$ cat src/rtl/uart_mmio_tx.sv
// uart_mmio_tx: memory-mapped 8N1 UART transmitter with a TX FIFO and a status register
// Ports:
//   clk        system clock, all state on the rising edge
//   reset      asynchronous active-low reset
//   MemWrite   gated store strobe
//   Addr       data address
//   WriteData  store data; [7:0] is the TX byte, [3] clears overflow at STATUS_ADDR
//   ReadData   status word at STATUS_ADDR, otherwise zero (combinational)
//   tx         serial line, idle high, registered
//   fifo_full  FIFO holds FIFO_DEPTH bytes
//   tx_busy    a frame is in progress
module uart_mmio_tx #(
    parameter int unsigned CLKS_PER_BIT = 868,
    parameter int unsigned FIFO_DEPTH   = 16,
    parameter logic [31:0] TX_ADDR      = 32'h0000_0400,
    parameter logic [31:0] STATUS_ADDR  = 32'h0000_0404
) (
    input  logic        clk,
    input  logic        reset,
    input  logic        MemWrite,
    input  logic [31:0] Addr,
    input  logic [31:0] WriteData,
    output logic [31:0] ReadData,
    output logic        tx,
    output logic        fifo_full,
    output logic        tx_busy
);
    localparam int PW = $clog2(FIFO_DEPTH);
    localparam int CW = PW + 1;
    localparam int BW = $clog2(CLKS_PER_BIT);
    localparam logic [BW-1:0] BAUD_MAX = BW'(CLKS_PER_BIT - 1);
    localparam logic [CW-1:0] DEPTH = CW'(FIFO_DEPTH);

    typedef enum logic [1:0] {IDLE, START, DATA, STOP} state_t;

    state_t        state_q, state_d;
    logic [BW-1:0] baud_q, baud_d;
    logic [2:0]    idx_q, idx_d;
    logic [7:0]    shift_q, shift_d;
    logic          tx_q, tx_d;
    logic [PW-1:0] wr_ptr_q, wr_ptr_d, rd_ptr_q, rd_ptr_d;
    logic [CW-1:0] count_q, count_d;
    logic          ovf_q, ovf_d;
    logic [7:0]    mem_q [FIFO_DEPTH];

    logic full, empty, tx_sel, push, pop, baud_done;
    logic unused_wdata;

    assign unused_wdata = ^WriteData[31:8];
    assign full      = count_q == DEPTH;
    assign empty     = count_q == '0;
    assign tx_sel    = MemWrite && Addr == TX_ADDR;
    assign push      = tx_sel && !full;
    assign pop       = state_q == IDLE && !empty;
    assign baud_done = baud_q == BAUD_MAX;

    always_comb begin
        state_d = state_q;
        baud_d  = baud_q;
        idx_d   = idx_q;
        shift_d = shift_q;
        case (state_q)
            IDLE: if (pop) begin
                state_d = START;
                baud_d  = '0;
                shift_d = mem_q[rd_ptr_q];
            end
            START: if (baud_done) begin
                state_d = DATA;
                baud_d  = '0;
                idx_d   = '0;
            end else begin
                baud_d = baud_q + BW'(1);
            end
            DATA: if (baud_done) begin
                baud_d  = '0;
                shift_d = {1'b0, shift_q[7:1]};
                idx_d   = idx_q + 3'd1;
                state_d = idx_q == 3'd7 ? STOP : DATA;
            end else begin
                baud_d = baud_q + BW'(1);
            end
            STOP: if (baud_done) begin
                state_d = IDLE;
                baud_d  = '0;
            end else begin
                baud_d = baud_q + BW'(1);
            end
            default: state_d = IDLE;
        endcase
        // tx is registered from the next state so the line moves on the same edge as the FSM
        tx_d = state_d == START ? 1'b0 : state_d == DATA ? shift_d[0] : 1'b1;
    end

    always_comb begin
        wr_ptr_d = push ? wr_ptr_q + PW'(1) : wr_ptr_q;
        rd_ptr_d = pop ? rd_ptr_q + PW'(1) : rd_ptr_q;
        count_d  = count_q + CW'(push) - CW'(pop);
        // a store to a full FIFO flags overflow even if a pop frees a slot on that edge
        ovf_d    = (tx_sel && full) ? 1'b1 :
                   (MemWrite && Addr == STATUS_ADDR && WriteData[3]) ? 1'b0 : ovf_q;
    end

    always_ff @(posedge clk or negedge reset) begin
        if (!reset) begin
            state_q  <= IDLE;
            baud_q   <= '0;
            idx_q    <= '0;
            shift_q  <= '0;
            tx_q     <= 1'b1;
            wr_ptr_q <= '0;
            rd_ptr_q <= '0;
            count_q  <= '0;
            ovf_q    <= 1'b0;
        end else begin
            state_q  <= state_d;
            baud_q   <= baud_d;
            idx_q    <= idx_d;
            shift_q  <= shift_d;
            tx_q     <= tx_d;
            wr_ptr_q <= wr_ptr_d;
            rd_ptr_q <= rd_ptr_d;
            count_q  <= count_d;
            ovf_q    <= ovf_d;
        end
    end

    always_ff @(posedge clk) begin
        if (push) mem_q[wr_ptr_q] <= WriteData[7:0];
    end

    assign tx        = tx_q;
    assign tx_busy   = state_q != IDLE;
    assign fifo_full = full;
    assign ReadData  = Addr == STATUS_ADDR ?
                       {19'b0, 8'(count_q), 1'b0, ovf_q, tx_busy, empty, full} : 32'h0;
endmodule

$ cat config.mk
export PLATFORM = sky130hd
export DESIGN_NAME = uart_mmio_tx
export DESIGN_NICKNAME = d
export VERILOG_FILES = /design/src/rtl/uart_mmio_tx.sv
export SDC_FILE = /design/constraint.sdc
export NUM_CORES = 1
export LEC_CHECK = 0
export CAP_MARGIN = 20
export CORE_MARGIN = 2
export CORE_UTILIZATION = 35
export DETAILED_ROUTE_END_ITERATION = 12
export PLACE_DENSITY = 0.61
export SYNTH_ARGS = -nofsm -noshare
export SYNTH_HDL_FRONTEND = slang
export SYNTH_SLANG_ARGS = --single-unit
$ cat constraint.sdc
create_clock -name clk -period 2.9 [get_ports clk]
set_input_delay 0.58 -clock clk [delete_from_list [all_inputs] [get_ports clk]]
set_output_delay 0.58 -clock clk [all_outputs]
set_load 0.01 [all_outputs]
; ---- After elaboration in Yosys (flattened, before gate mapping)
; Memories as Yosys holds them, arrays and structs flattened.
; Index checks and enable logic that the tools add are counted.
[totals]
register_bits = 38
latchBits = 0
ramBits = 128
rom_bits = 0
input_bits = 67
wordCells = 69
n_memories = 1
[op_classes]
n_addsub = 6
multipliers = 0
div = 0
order_cmp = 0
n_eq_ne = 13
shift = 0
muxes = 22
bitwise = 0
n_reduce_logical = 17
[mem_list]
columns = name, depth, word_bits, rd, rd_ports_with_merged_regs, write_ports, line
row1 = mem_q, 16, 8, 1, 0, 1, 44  ; logic [7:0] mem_q [FIFO_DEPTH];
[ops]
columns = op, n
row1 = "== test 32 x 11 -> 1 bit, second input constant", 2
row2 = two-way mux 10 bit, 3
row3 = one-hot mux 10 bit (2 select lines), 1
row4 = two-way mux 8 bit, 2
row5 = one-hot mux 8 bit (2 select lines), 1
row6 = "adder 10 x 1 -> 10 bit, second input constant", 1
row7 = "== test 10 bit, second input constant", 1
row8 = "adder 4 x 1 -> 4 bit, second input constant", 2
row9 = two-way mux 2 bit, 4
row10 = one-hot mux 2 bit (4 select lines), 1
row11 = nonzero test 2 bit, 4
row12 = two-way mux 1 bit, 7
row13 = "== test 2 bit, second input constant", 3
row14 = logical AND 1 bit, 6
row15 = two-way mux 3 bit, 2
row16 = "!= test 2 bit, second input constant", 3
row17 = one-hot mux 3 bit (2 select lines), 1
row18 = AND reduction 3 bit, 2
row19 = adder 5 x 1 -> 5 bit, 1
row20 = "== test 5 bit, second input constant", 1
row21 = zero test 5 bit, 1
row22 = subtractor 5 x 1 -> 5 bit, 1
row23 = "== test 2 x 1 -> 1 bit, second input constant", 2
row24 = "adder 3 x 1 -> 3 bit, second input constant", 1
row25 = 4 further kinds, 5

; ---- Depth between registers and ports, before layout
; Gate-level depths: netlist (run 1).
[depth]
word_depth = 8
depth_mapped = 16
mapped_depth_nobuf = 15

; ---- Least setup slack after synthesis (run 1)
; Ideal clock, no wire load.
[synth_timing]
kind = input to register
startpoint = input port Addr[18]
endpoint = register count_q[4]
setup_ns = 0.080
t_arrival_ns = 2.784
path_slack_ns = 0.036
stages = 14
path_buffers = 1
path_cell_list = nor4_1 nand4_1 nor3_2 buf_2 inv_1 ha_1 inv_1 ha_1 inv_1 fa_1 inv_1 a21oi_1 o21bai_1 xnor2_1
[synth_via]
elab_chain_cells = 5
[synth_lines]
columns = item, line
row1 = start: declaration, 21  ; input logic [31:0] Addr,
row2 = == test 32 x 11 -> 1 bit, 52  ; assign tx_sel = MemWrite && Addr == TX_ADDR;
row3 = logical AND 1 bit, 52
row4 = logical AND 1 bit, 53  ; assign push = tx_sel && !full;
row5 = adder 5 x 1 -> 5 bit, 98  ; count_d = count_q + CW'(push) - CW'(pop);
row6 = subtractor 5 x 1 -> 5 bit, 98
row7 = named net count_d[4], 42  ; logic [CW-1:0] count_q, count_d;
row8 = end signal: assignment, 123  ; count_q <= count_d;
row9 = end: declaration, 42
; The timed path passes the listed nets, and every way through them passes these cells.
; A chain may end at the register's enable or synchronous reset.

; ---- Final worst setup path (run 1)
[layout_timing]
startpoint = input port Addr[10]
endpoint = output port ReadData[7]
[layout_via]
elab_chain_cells = 2
[layout_lines]
columns = item, line
row1 = == test 32 x 11 -> 1 bit, 135  ; assign ReadData = Addr == STATUS_ADDR ?
row2 = two-way mux 10 bit, 135
row3 = end: declaration, 23  ; output logic [31:0] ReadData,
; Every way passes these cells.

==> results.sh, run 1 <==
export IMPL_dpl_instance_area_sq_um=8520
export IMPL_async_reset_ff_frac=0.229
export IMPL_yosys_top_cells_area="edfxtp_1, dfrtp_1, mux2i_1"
export IMPL_clkLatencyLatePin_ps=420
export IMPL_max_cap_violations=0
export IMPL_port_buffers=54
export IMPL_ant_nets=0
export IMPL_hold_buffers=0
export IMPL_synth_warnings=0
export IMPL_synth_common_cells="edfxtp_1, mux2i_1, dfrtp_1"
export IMPL_worstPathMaxFanout=8
export IMPL_initial_core_util=0.356
export IMPL_worst_slack_ps=74.6
export IMPL_holdCritPathClass="input pin to async pin"
export IMPL_grt_pass1_wl_mm=24.1
export IMPL_diodes=0
export IMPL_synth_cell_types=62
export IMPL_setup_viol=0
export IMPL_power_share_switching=0.209
export IMPL_ys_ff_latch=166
export IMPL_first_global_vias=4609
export IMPL_p_sw_mw=1.01
export IMPL_finalCritPeriodShare=0.974
export IMPL_crit_arrival_ps=2250
export IMPL_yosysMostFrequentCell="edfxtp_1"
export IMPL_syn_area_per_cell_sq_um=13.9
export IMPL_finalMaxSlewViolations=0
export IMPL_clock_sinks=166
export IMPL_grt_overflow_total=0
export IMPL_synth_cells=539
export IMPL_startpoint_type="input pin"
export IMPL_drc=0
export IMPL_fill_cells=1842
export IMPL_p_int_mw=3.82
export IMPL_layoutNonFillerInstCount=912
export IMPL_grt_max_degree=39
export IMPL_power_density_nw_per_um2=525
export IMPL_drt_vias_per_instance=5.02
export IMPL_cts_buffer_depth=2
export IMPL_htree_levels=4
export IMPL_seqPwrFrac=0.531
export IMPL_seq_area_frac_synth=0.640
export IMPL_nets=707
export IMPL_slew_headroom=0.364
export IMPL_ff_latch_area_sq_um=4800
export IMPL_holdWs_ps=282
export IMPL_syn_to_final_growth_pct=22.9
export IMPL_yosysTopAreaCell="edfxtp_1"
export IMPL_final_min_clock_period_ps=2830
export IMPL_skew_ps=13.1
export IMPL_yosys_most_used_dff="edfxtp_1"
export IMPL_multiInputGateArea_sq_um=2450
export IMPL_vias=4576
export IMPL_fp_dieH_um=150
export IMPL_fmaxAchievable_mhz=354
export IMPL_critical_path_class="input pin to output port"
export IMPL_gp_congestion=0.808
export IMPL_drt_wl_total_mm=15.0
export IMPL_post_dp_hpwl_mm=10.6
export IMPL_cts_tree="done"
export IMPL_worst_slew_pin_slew_ps=950
export IMPL_crit_path_end_kind="output port"
export IMPL_dieArea_sq_um=22600
export IMPL_ios=102
export IMPL_final_area_sq_um=9210
export IMPL_combPwrFrac=0.025
export IMPL_status="finished, final reports clean"
export IMPL_routedWlPerCell_um=16.5
export IMPL_drive_above_1_share=0.171
export IMPL_firstDrtPassIters=4
export IMPL_pre_cts_slack_ps=-451
export IMPL_synth_edff_count=128
export IMPL_grt_use_total=0.139
export IMPL_core_sq_um=21000
export IMPL_die_w_um=150
export IMPL_cts_buffers_inserted=17
export IMPL_crit_required_ps=2320
export IMPL_dr_first_iter_drc_count=382
export IMPL_antenna_found_initial=0
export IMPL_peakVddDrop_mv=0.492
export IMPL_pwr_share_clk=0.445
export IMPL_cts_root_buf="clkbuf_16"
export IMPL_rows=53
export IMPL_cts_clk_slew_worst_paths_ps=70
export IMPL_dpl_cell_count=875
export IMPL_synth_top_area_frac=0.513
export IMPL_p_leak_nw=3.42
export IMPL_syn_area_sq_um=7490
export IMPL_finalHoldViolations=0
## worst max-delay path, stage by stage
cell and delay [ps]:
clkdlybuf4s50_1 450, nor4b_2 180, nand4_1 170, buf_4 170
buf_6 130, nor4_1 250, dlygate4sd2_1 310
## flip-flops by register name, indices dropped and copies added (netlist names)
| register | flops |
|---|---|
| shift_q | 8 |
| wr_ptr_q | 4 |
| tx | 1 |
| ovf_q | 1 |
| idx_q | 3 |
| baud_q | 10 |
| mem_q | 128 |
| rd_ptr_q | 4 |
| state_q | 2 |
| count_q | 5 |
## power by group through the flow
| stage | clock (mW) | combinational, mW | sequential [mW] |
|---|---|---|---|
| floorplan | 0 | 0.0422 | 2.61 |
| global placement | 0 | 0.116 | 2.61 |
| detailed placement | 0 | 0.120 | 2.61 |
| CTS | 2.19 | 0.122 | 2.56 |
| global route | 2.29 | 0.134 | 2.56 |
| finish | 2.15 | 0.120 | 2.56 |
## final cells by class
class	instances	share of cell area
Sequential cell	166	0.521
Timing Repair Buffer	94	0.104
Multi-Input combinational cell	320	0.266
Clock buffer	17	0.0462
Tap cell	275	0.0374
Inverter	26	0.0106
Clock inverter	14	0.0152
## final timing paths
path,start,end,slack (ps),cells after the start
setup / recovery,Addr[10],ReadData[7],70,7
hold / removal,reset,count_q[4],280,1
setup reg to reg,count_q[3],count_q[2],180,13
hold reg to reg,shift_q[7],shift_q[7],510,2
max in group asynchronous,reset,rd_ptr_q[3],1990,1
min in group clk,shift_q[7],shift_q[7],510,2
## cell families after synthesis
family,after synthesis,synth area share
flip-flops,166,0.640
AND/OR/NAND/NOR,127,0.106
AO/OA/AOI/OAI,79,0.0715
buffers and inverters,75,0.0526
multiplexers,64,0.0897
adder cells (fa/ha/maj),15,0.0261
XOR/XNOR,12,0.0140
other,1,0.000501
## through the flow
| step | util | total power, mW | setup TNS, ps |
|---|---|---|---|
| 2_1_floorplan | - | 2.66 | 0 |
| 3_3_place_gp | 0.405 | 2.73 | -3090 |
| 3_5_place_dp | 0.405 | 2.73 | -4130 |
| 4_1_cts | 0.434 | 4.87 | -70.6 |
| 5_1_grt | 0.438 | 4.98 | -152 |
| 6_report | 0.438 | 4.83 | 0 |
## per-layer routing
layer  share of wire  up-vias  global-route usage
met1            0.45     2239               0.180
li1                -     2202                   -
met4          0.0072        0              0.0354
met5               0        -                   0
met3           0.046        7              0.0255
met2            0.50      128               0.240
## cells in the final DEF, fill, tap and decap left out, drive strengths merged, types with 3 or more instances in the layout
master	netlist	final
nor4	20	20
ha	14	14
dlygate4sd1	0	3
edfxtp	128	128
and3	14	14
o21ai	8	8
inv	26	34
nand3	14	14
a21oi	10	10
a22o	5	5
mux2i	57	57
and2	10	10
nor2	13	13
nor2b	6	6
dfrtp	37	37
or3	3	3
xnor2	6	6
o22ai	24	24
mux2	5	5
nand3b	5	5
xor2	6	6
o221ai	6	6
nand2	16	16
nor3	5	5
clkbuf	8	21
clkdlybuf4s50	0	28
buf	41	41
dlymetal6s2s	0	16
conb	1	23
nand4	9	9
a31oi	7	7
clkinv	0	3
or3b	3	3
## what timing repair did
action,4_1_cts,5_1_grt
buffers inserted,3,4
resized for setup,14,44
pin swaps,2,15
setup endpoints to repair,9,12
(Power assumes the default switching activity.)
==> inputs of run 2 (changes only) <==
Settings changed: PLACE_DENSITY 0.61 to 0.55, REMOVE_ABC_BUFFERS from default to 1.
==> run 2 against run 1 <==
Compared with the run above:
- non-clock buffer count increased by 5
- register-to-register slack about the same
- power increased by 2.4%
- sequential cell count unchanged
- clock-buffer cell count unchanged
- via count decreased by 1.1%
- routed wire length increased by 6.2%
- clock power increased by 5%
- combinational power about the same
- fmax increased by 1.7%
- worst hold slack got worse by 1.6 ps
- critical path depth decreased by 1
==> results.sh, run 2 (synthesis gave the netlist of run 1 again) <==
export IMPL_setup_viol=0
export IMPL_fp_dieH_um=150
export IMPL_peakVddDrop_mv=0.354
export IMPL_initial_core_util=0.356
export IMPL_top_register="mem_q"
export IMPL_rows=53
export IMPL_crit_family="simple AND/OR/NAND/NOR gates"
export IMPL_cp_slowest_cell="or4b_4"
export IMPL_reg2reg_depth=14
export IMPL_worst_slack_ps=121
export IMPL_max_cap_violations=0
export IMPL_slew_headroom=0.321
export IMPL_cts_clk_slew_worst_paths_ps=70
export IMPL_ios=102
export IMPL_finalMaxSlewViolations=0
export IMPL_grt_overflow_total=0
export IMPL_status="finished, final reports clean"
export IMPL_drive_above_1_share=0.173
export IMPL_grt_use_total=0.149
export IMPL_grt_pass1_wl_mm=25.4
export IMPL_critical_path_class="flip-flop to output port"
export IMPL_pre_cts_slack_ps=-445
export IMPL_grt_max_degree=39
export IMPL_slowest_delay_ps=460
export IMPL_fmaxAchievable_mhz=360
export IMPL_cts_buffers_inserted=17
export IMPL_drc=0
export IMPL_clkLatencyLatePin_ps=430
export IMPL_final_common_cell="edfxtp_1"
export IMPL_final_min_clock_period_ps=2780
export IMPL_skew_ps=13.0
export IMPL_dr_first_iter_drc_count=274
export IMPL_gp_congestion=0.777
export IMPL_finish_utilization=0.444
export IMPL_routedWlPerCell_um=17.4
export IMPL_htree_levels=4
export IMPL_first_global_vias=4598
export IMPL_power_density_nw_per_um2=530
export IMPL_ant_nets=0
export IMPL_diodes=0
export IMPL_path_buf_inv=3
export IMPL_crit_arrival_ps=2200
export IMPL_nets=712
export IMPL_drt_vias_per_instance=4.93
export IMPL_cts_root_buf="clkbuf_16"
export IMPL_fill_cells=1858
export IMPL_finalHoldViolations=0
export IMPL_crit_path_end_kind="output port"
export IMPL_hold_buffers=0
export IMPL_crit_start="count_q[2]"
export IMPL_cts_tree="done"
export IMPL_vias=4526
export IMPL_dieArea_sq_um=22600
export IMPL_r2r_slack_ps=170
export IMPL_port_buffers=54
export IMPL_path_cells="inv_2 -> ha_2 -> or4b_4 -> buf_4 -> nor4_1 -> dlygate4sd2_1"
export IMPL_worst_slew_pin_slew_ps=1010
export IMPL_die_w_um=150
export IMPL_largest_reg_flops=128
export IMPL_drt_wl_total_mm=15.9
export IMPL_core_sq_um=21000
export IMPL_post_dp_hpwl_mm=11.1
export IMPL_p_leak_nw=3.57
export IMPL_final_cell_mix="edfxtp_1, mux2i_1, dfrtp_1, buf_4, dlymetal6s2s_1"
export IMPL_antenna_found_initial=0
export IMPL_reg2reg_to="count_q[4]"
export IMPL_clock_sinks=166
export IMPL_total_power_mw=4.95
export IMPL_worstPathMaxFanout=3
export IMPL_reg2reg_from="count_q[2]"
export IMPL_finalCritPeriodShare=0.958
export IMPL_crit_required_ps=2320
export IMPL_syn_to_final_growth_pct=24.7
export IMPL_reg_top3="mem_q: 128 flops, baud_q: 10 flops, shift_q: 8 flops"
export IMPL_cts_buffer_depth=2
export IMPL_holdCritPathClass="input pin to async pin"
export IMPL_firstDrtPassIters=5
export IMPL_startpoint_type="flip-flop"
==> run 2: layout make-up <==
| class | instances | area (sq um) | area share |
|---|---|---|---|
| timing repair buffer | 99 | 1040 | 0.111 |
| sequential | 166 | 4800 | 0.514 |
| clock inverter | 15 | 180 | 0.0193 |
| clock buffer | 17 | 425 | 0.0455 |
| tap | 275 | 344 | 0.0368 |
| multi-input combinational | 320 | 2450 | 0.263 |
| inverter | 26 | 97.6 | 0.0104 |
==> run 2: how the worst max path moves through the flow <==
stage | endpoint | cells past startpoint
CTS | count_q[4] | 15
global route | count_q[4] | 15
detailed placement | count_q[4] | 14
floorplan | count_q[4] | 13
global placement | ReadData[3] | 7
finish | ReadData[1] | 6
==> run 2: where the power goes <==
part | total, mW | switching, mW | leakage [nW] | internal, mW
Clock | 2.26 | 1.03 | 0.295 | 1.24
Sequential | 2.56 | 0.0000169 | 1.61 | 2.56
Combinational | 0.119 | 0.0679 | 1.67 | 0.0511
Total | 4.95 | 1.09 | 3.57 | 3.85
==> run 2: metal layers <==
layer  up-vias  routed length (um)  track usage
met4         0                 239       0.0458
met5         -                   0            0
met2        96                7940        0.250
met1      2204                7110        0.198
li1       2212                   -            -
met3        14                 654       0.0230
==> run 2: what timing repair did <==
action | in CTS | in global routing
cloned | 0 | 0
endpoints found under the setup margin | 10 | 11
setup buffers | 1 | 3
pin swaps | 5 | 15
resized for setup | 15 | 38
==> run 2: through the flow <==
stage	instance area [sq um]	TNS [ps]	hold slack [ps]	instances
3_3_place_gp	8580	-3470	486	882
4_1_cts	9210	0	309	915
2_1_floorplan	7280	-653	284	512
3_5_place_dp	8580	-4910	492	882
6_report	9340	0	281	918
5_1_grt	9340	-16.8	355	918
==> RTL change 1: new RTL, config.mk and constraints of run 2 <==
`FIFO_DEPTH`: 16 -> 32.
--- a/src/rtl/uart_mmio_tx.sv
+++ b/src/rtl/uart_mmio_tx.sv
@@ -11,7 +11,7 @@
 //   tx_busy    a frame is in progress
 module uart_mmio_tx #(
     parameter int unsigned CLKS_PER_BIT = 868,
-    parameter int unsigned FIFO_DEPTH   = 16,
+    parameter int unsigned FIFO_DEPTH   = 32,
     parameter logic [31:0] TX_ADDR      = 32'h0000_0400,
     parameter logic [31:0] STATUS_ADDR  = 32'h0000_0404
 ) (
Check against the original RTL: same outputs for any inputs over 10 cycles, from zero or initial values and one cycle with reset low; that may be too few to reach the edited logic, so the function may still have changed.
==> RTL change 1 against run 2 <==
- synthesized area is 66% higher
- count of clock-buffer cells in the layout is 18 higher
- combinational power is 34% higher
- total power is 81% higher
- cell count is 47% higher
- sequential cell count is 131 higher
- setup slack worse by 9.8 ps
- wire length is 69% higher
- final area is 63% higher
- clock skew is 21 ps higher
- critical endpoint is now ReadData[10]
- highest routed layer unchanged
==> RTL change 1: results (changes against run 2) <==
qor: clock_network.cts_max_level 1 [was 4]
qor: route.initialDrtViolationCount 541 [was 274]
qor: synthesis.synth_xor_xnor_area_share 0.009873 [was 0.01403]
qor: critical_path.critical_path.startpoint Addr[21] [was count_q[2]]
qor: global_routing.use_met3 0.02419 [was 0.02303]
qor: final_layout.layout.filler_cells 3,116 [was 1,858]
qor: sta.timing.max_slew.rel_slack 0.5523 [was 0.3205]
qor: global_routing.grt.met1_usage 0.2104 [was 0.1979]
qor: route.met3_wirelength_from_detailed_routing 1327 µm [was 654 µm]
qor: power.powerSeq 4.64 mW [was 2.56 mW]
qor: synthesis.yosys-top-cells-count sky130_fd_sc_hd__edfxtp_1 (256), sky130_fd_sc_hd__mux4_2 (60), sky130_fd_sc_hd__nor2_1 (48) [was sky130_fd_sc_hd__edfxtp_1 (128), sky130_fd_sc_hd__mux2i_1 (57), sky130_fd_sc_hd__dfrtp_1 (37)]
qor: placement.gp_congestion 0.7541 [was 0.7766]
qor: final_layout.multi_input_gates 382 [was 320]
qor: power.p_leak 5.349 nW [was 3.571 nW]
qor: route.wl 27,010 µm [was 15,950 µm]
qor: placement.preCtsSetupSlack -447.4 ps [was -445.1 ps]
qor: clock_network.cts-root-to-sink-buffers 3 [was 2]
qor: synthesis.netlist_top_cells_area sky130_fd_sc_hd__edfxtp_1 (62%), sky130_fd_sc_hd__mux4_2 (11%), sky130_fd_sc_hd__dfrtp_1 (8.1%) [was sky130_fd_sc_hd__edfxtp_1 (51%), sky130_fd_sc_hd__dfrtp_1 (12%), sky130_fd_sc_hd__mux2i_1 (7.6%)]
qor: final_layout.non_clock_inverter_count 17 [was 26]
qor: route.wirelength_met1 12,460 µm [was 7110 µm]
qor: route.drt-vias-per-instance 5.041 [was 4.930]
qor: synthesis.synth.mux.area_fraction 0.1249 [was 0.08968]
qor: status.run_status complete, no violations [unchanged]
qor: global_routing.grt_start_max_net_pins 35 [was 39]
qor: critical_path.timing.critical_path.max_delay_family buffers and inverters [was simple AND/OR/NAND/NOR gates]
==> RTL change 1: changes by cell type after synthesis, sizes merged, moves of 11 or more <==
cell | run 2 | this run
o21ai | 8 | 21
mux2i | 57 | 20
mux4 | 2 | 60
edfxtp | 128 | 256
o22ai | 24 | 10
nor4 | 20 | 6
nor2 | 13 | 48
clkbuf | 8 | 20
nand2 | 16 | 27
==> RTL change 1: through the flow <==
| step | instance area, µm² | setup TNS (ps) | cells | util | power, mW |
|---|---|---|---|---|---|
| finish | 15200 | 0 | 1348 | 0.4380 | 8.967 |
| global route | 15200 | 0 | 1348 | 0.4380 | 9.245 |
| CTS | 15070 | 0 | 1347 | 0.4340 | 9.072 |
| detailed placement | 13960 | -29350 | 1288 | 0.4022 | 4.890 |
| global placement | 13960 | -26590 | 1288 | 0.4022 | 4.886 |
| floorplan | 12190 | -3977 | 696 | - | 4.748 |
==> RTL change 2: new RTL, flow settings as in run 2 <==
Without the edit above. Take the reset off `shift_q` and load it in a clocked block of its own.
--- a/src/rtl/uart_mmio_tx.sv
+++ b/src/rtl/uart_mmio_tx.sv
@@ -106,7 +106,6 @@
             state_q  <= IDLE;
             baud_q   <= '0;
             idx_q    <= '0;
-            shift_q  <= '0;
             tx_q     <= 1'b1;
             wr_ptr_q <= '0;
             rd_ptr_q <= '0;
@@ -116,13 +115,16 @@
             state_q  <= state_d;
             baud_q   <= baud_d;
             idx_q    <= idx_d;
-            shift_q  <= shift_d;
             tx_q     <= tx_d;
             wr_ptr_q <= wr_ptr_d;
             rd_ptr_q <= rd_ptr_d;
             count_q  <= count_d;
             ovf_q    <= ovf_d;
         end
+    end
+
+    always_ff @(posedge clk) begin
+        shift_q <= shift_d;
     end
 
     always_ff @(posedge clk) begin
Formal check against the unedited RTL: no difference found for any inputs over 10 cycles, from zero or initial values and one cycle with reset low; that may be too few to reach the edited logic, so the function may still have changed.
==> RTL change 2 against run 2 <==
- clock power about the same
- synthesized area is 0.77% lower
- total power rose by 0.19%
- setup slack got worse by 69 ps
- combinational power increased by 3%
- wire length decreased by 2.6%
- register-to-register slack worse by 120 ps
- sequential cell count stayed put
- final area fell by 0.67%
- critical endpoint is now count_q[4]
- largest power group unchanged
- highest routed layer unchanged
==> RTL change 2: results (changes against run 2) <==
qor: final_layout.num-clock-buffers 18 [was 17]
qor: critical_path.longest_individual_stage_delay_on_the_worst_path 380 ps [was 460 ps]
qor: final_layout.bufAreaShareNonClock 0.1122 [was 0.1115]
qor: status.run_status complete, no violations [unchanged]
qor: route.wirelength_met1 7008 µm [was 7110 µm]
qor: global_routing.grt.total_usage 0.1492 [was 0.1487]
qor: synthesis.netlist_top_cells_area sky130_fd_sc_hd__edfxtp_1 (55%), sky130_fd_sc_hd__dfrtp_1 (9.8%), sky130_fd_sc_hd__mux4_2 (7.6%) [was sky130_fd_sc_hd__edfxtp_1 (51%), sky130_fd_sc_hd__dfrtp_1 (12%), sky130_fd_sc_hd__mux2i_1 (7.6%)]
qor: final_layout.multi_input_gates 261 [was 320]
qor: power.sequentialPowerShare 0.520 [was 0.518]
qor: sta.timing.max_slew.rel_slack 0.2962 [was 0.3205]
qor: critical_path.cp_slowest_cell sky130_fd_sc_hd__fa_2 [was sky130_fd_sc_hd__or4b_4]
qor: placement.placed_cells_incl_taps 819 [was 882]
qor: critical_path.endpoint count_q[4] [was ReadData[1]]
qor: critical_path.worst_r2r_path_depth 15 [was 14]
qor: global_routing.first_global_vias 4,481 [was 4,598]
qor: power.p_sw 1.029 mW [was 1.095 mW]
qor: final_layout.clock_tree_area_fraction 0.06419 [was 0.06484]
qor: power.p_leak 3.447 nW [was 3.571 nW]
qor: route.dr_total_vias 4,261 [was 4,526]
qor: route.wl_met2 7927 µm [was 7941 µm]
qor: placement.dpl-instance-area 0.008606 mm² [was 0.008581 mm²]
qor: sta.fmax 351.1 MHz [was 359.9 MHz]
qor: clock_network.ctsResizeCount 23 [was 15]
qor: critical_path.data_arrival_time_of_the_critical_path 3200 ps [was 2200 ps]
qor: route.initialDrtViolationCount 262 [was 274]
qor: synthesis.syn-instance-count 459 [was 539]
qor: sta.hold_slack_final 529.5 ps [was 280.8 ps]
qor: placement.preCtsSetupSlack -377.1 ps [was -445.1 ps]
qor: final_layout.post_route_cells_drive_above_1_share 0.2423 [was 0.1726]
qor: global_routing.grt.met1_usage 0.1920 [was 0.1979]
qor: sta.worst_clock_skew 9.922 ps [was 13.03 ps]
qor: synthesis.synth_sequential_area_ratio 0.6491 [was 0.6401]
qor: route.wl 15,530 µm [was 15,950 µm]
qor: critical_path.timing.critical_path.max_delay_family adder cells [was simple AND/OR/NAND/NOR gates]
-- RTL change 2: cell types whose count changed in the layout (fill, tap and decap cells not counted), moves of 10 or more --
cell / before / now
sky130_fd_sc_hd__o22ai_1: 24 / 0
sky130_fd_sc_hd__clkdlybuf4s50_1: 19 / 45
sky130_fd_sc_hd__dlymetal6s2s_1: 25 / 0
sky130_fd_sc_hd__nand2_1: 15 / 29
sky130_fd_sc_hd__mux4_2: 2 / 25
sky130_fd_sc_hd__mux2i_1: 57 / 6
sky130_fd_sc_hd__nor4_1: 13 / 3
-- RTL change 2: cell families after synthesis --
family	Yosys count	synth area share
and+or+nand+nor	118	0.1006
buffers and inverters	54	0.04510
AOI/OAI and AO/OA	51	0.04796
adders and majority gates	15	0.02625
muxes	41	0.1151
other	1	0.0005044
xor gates and xnor gates	13	0.01531
DFF	166	0.6491
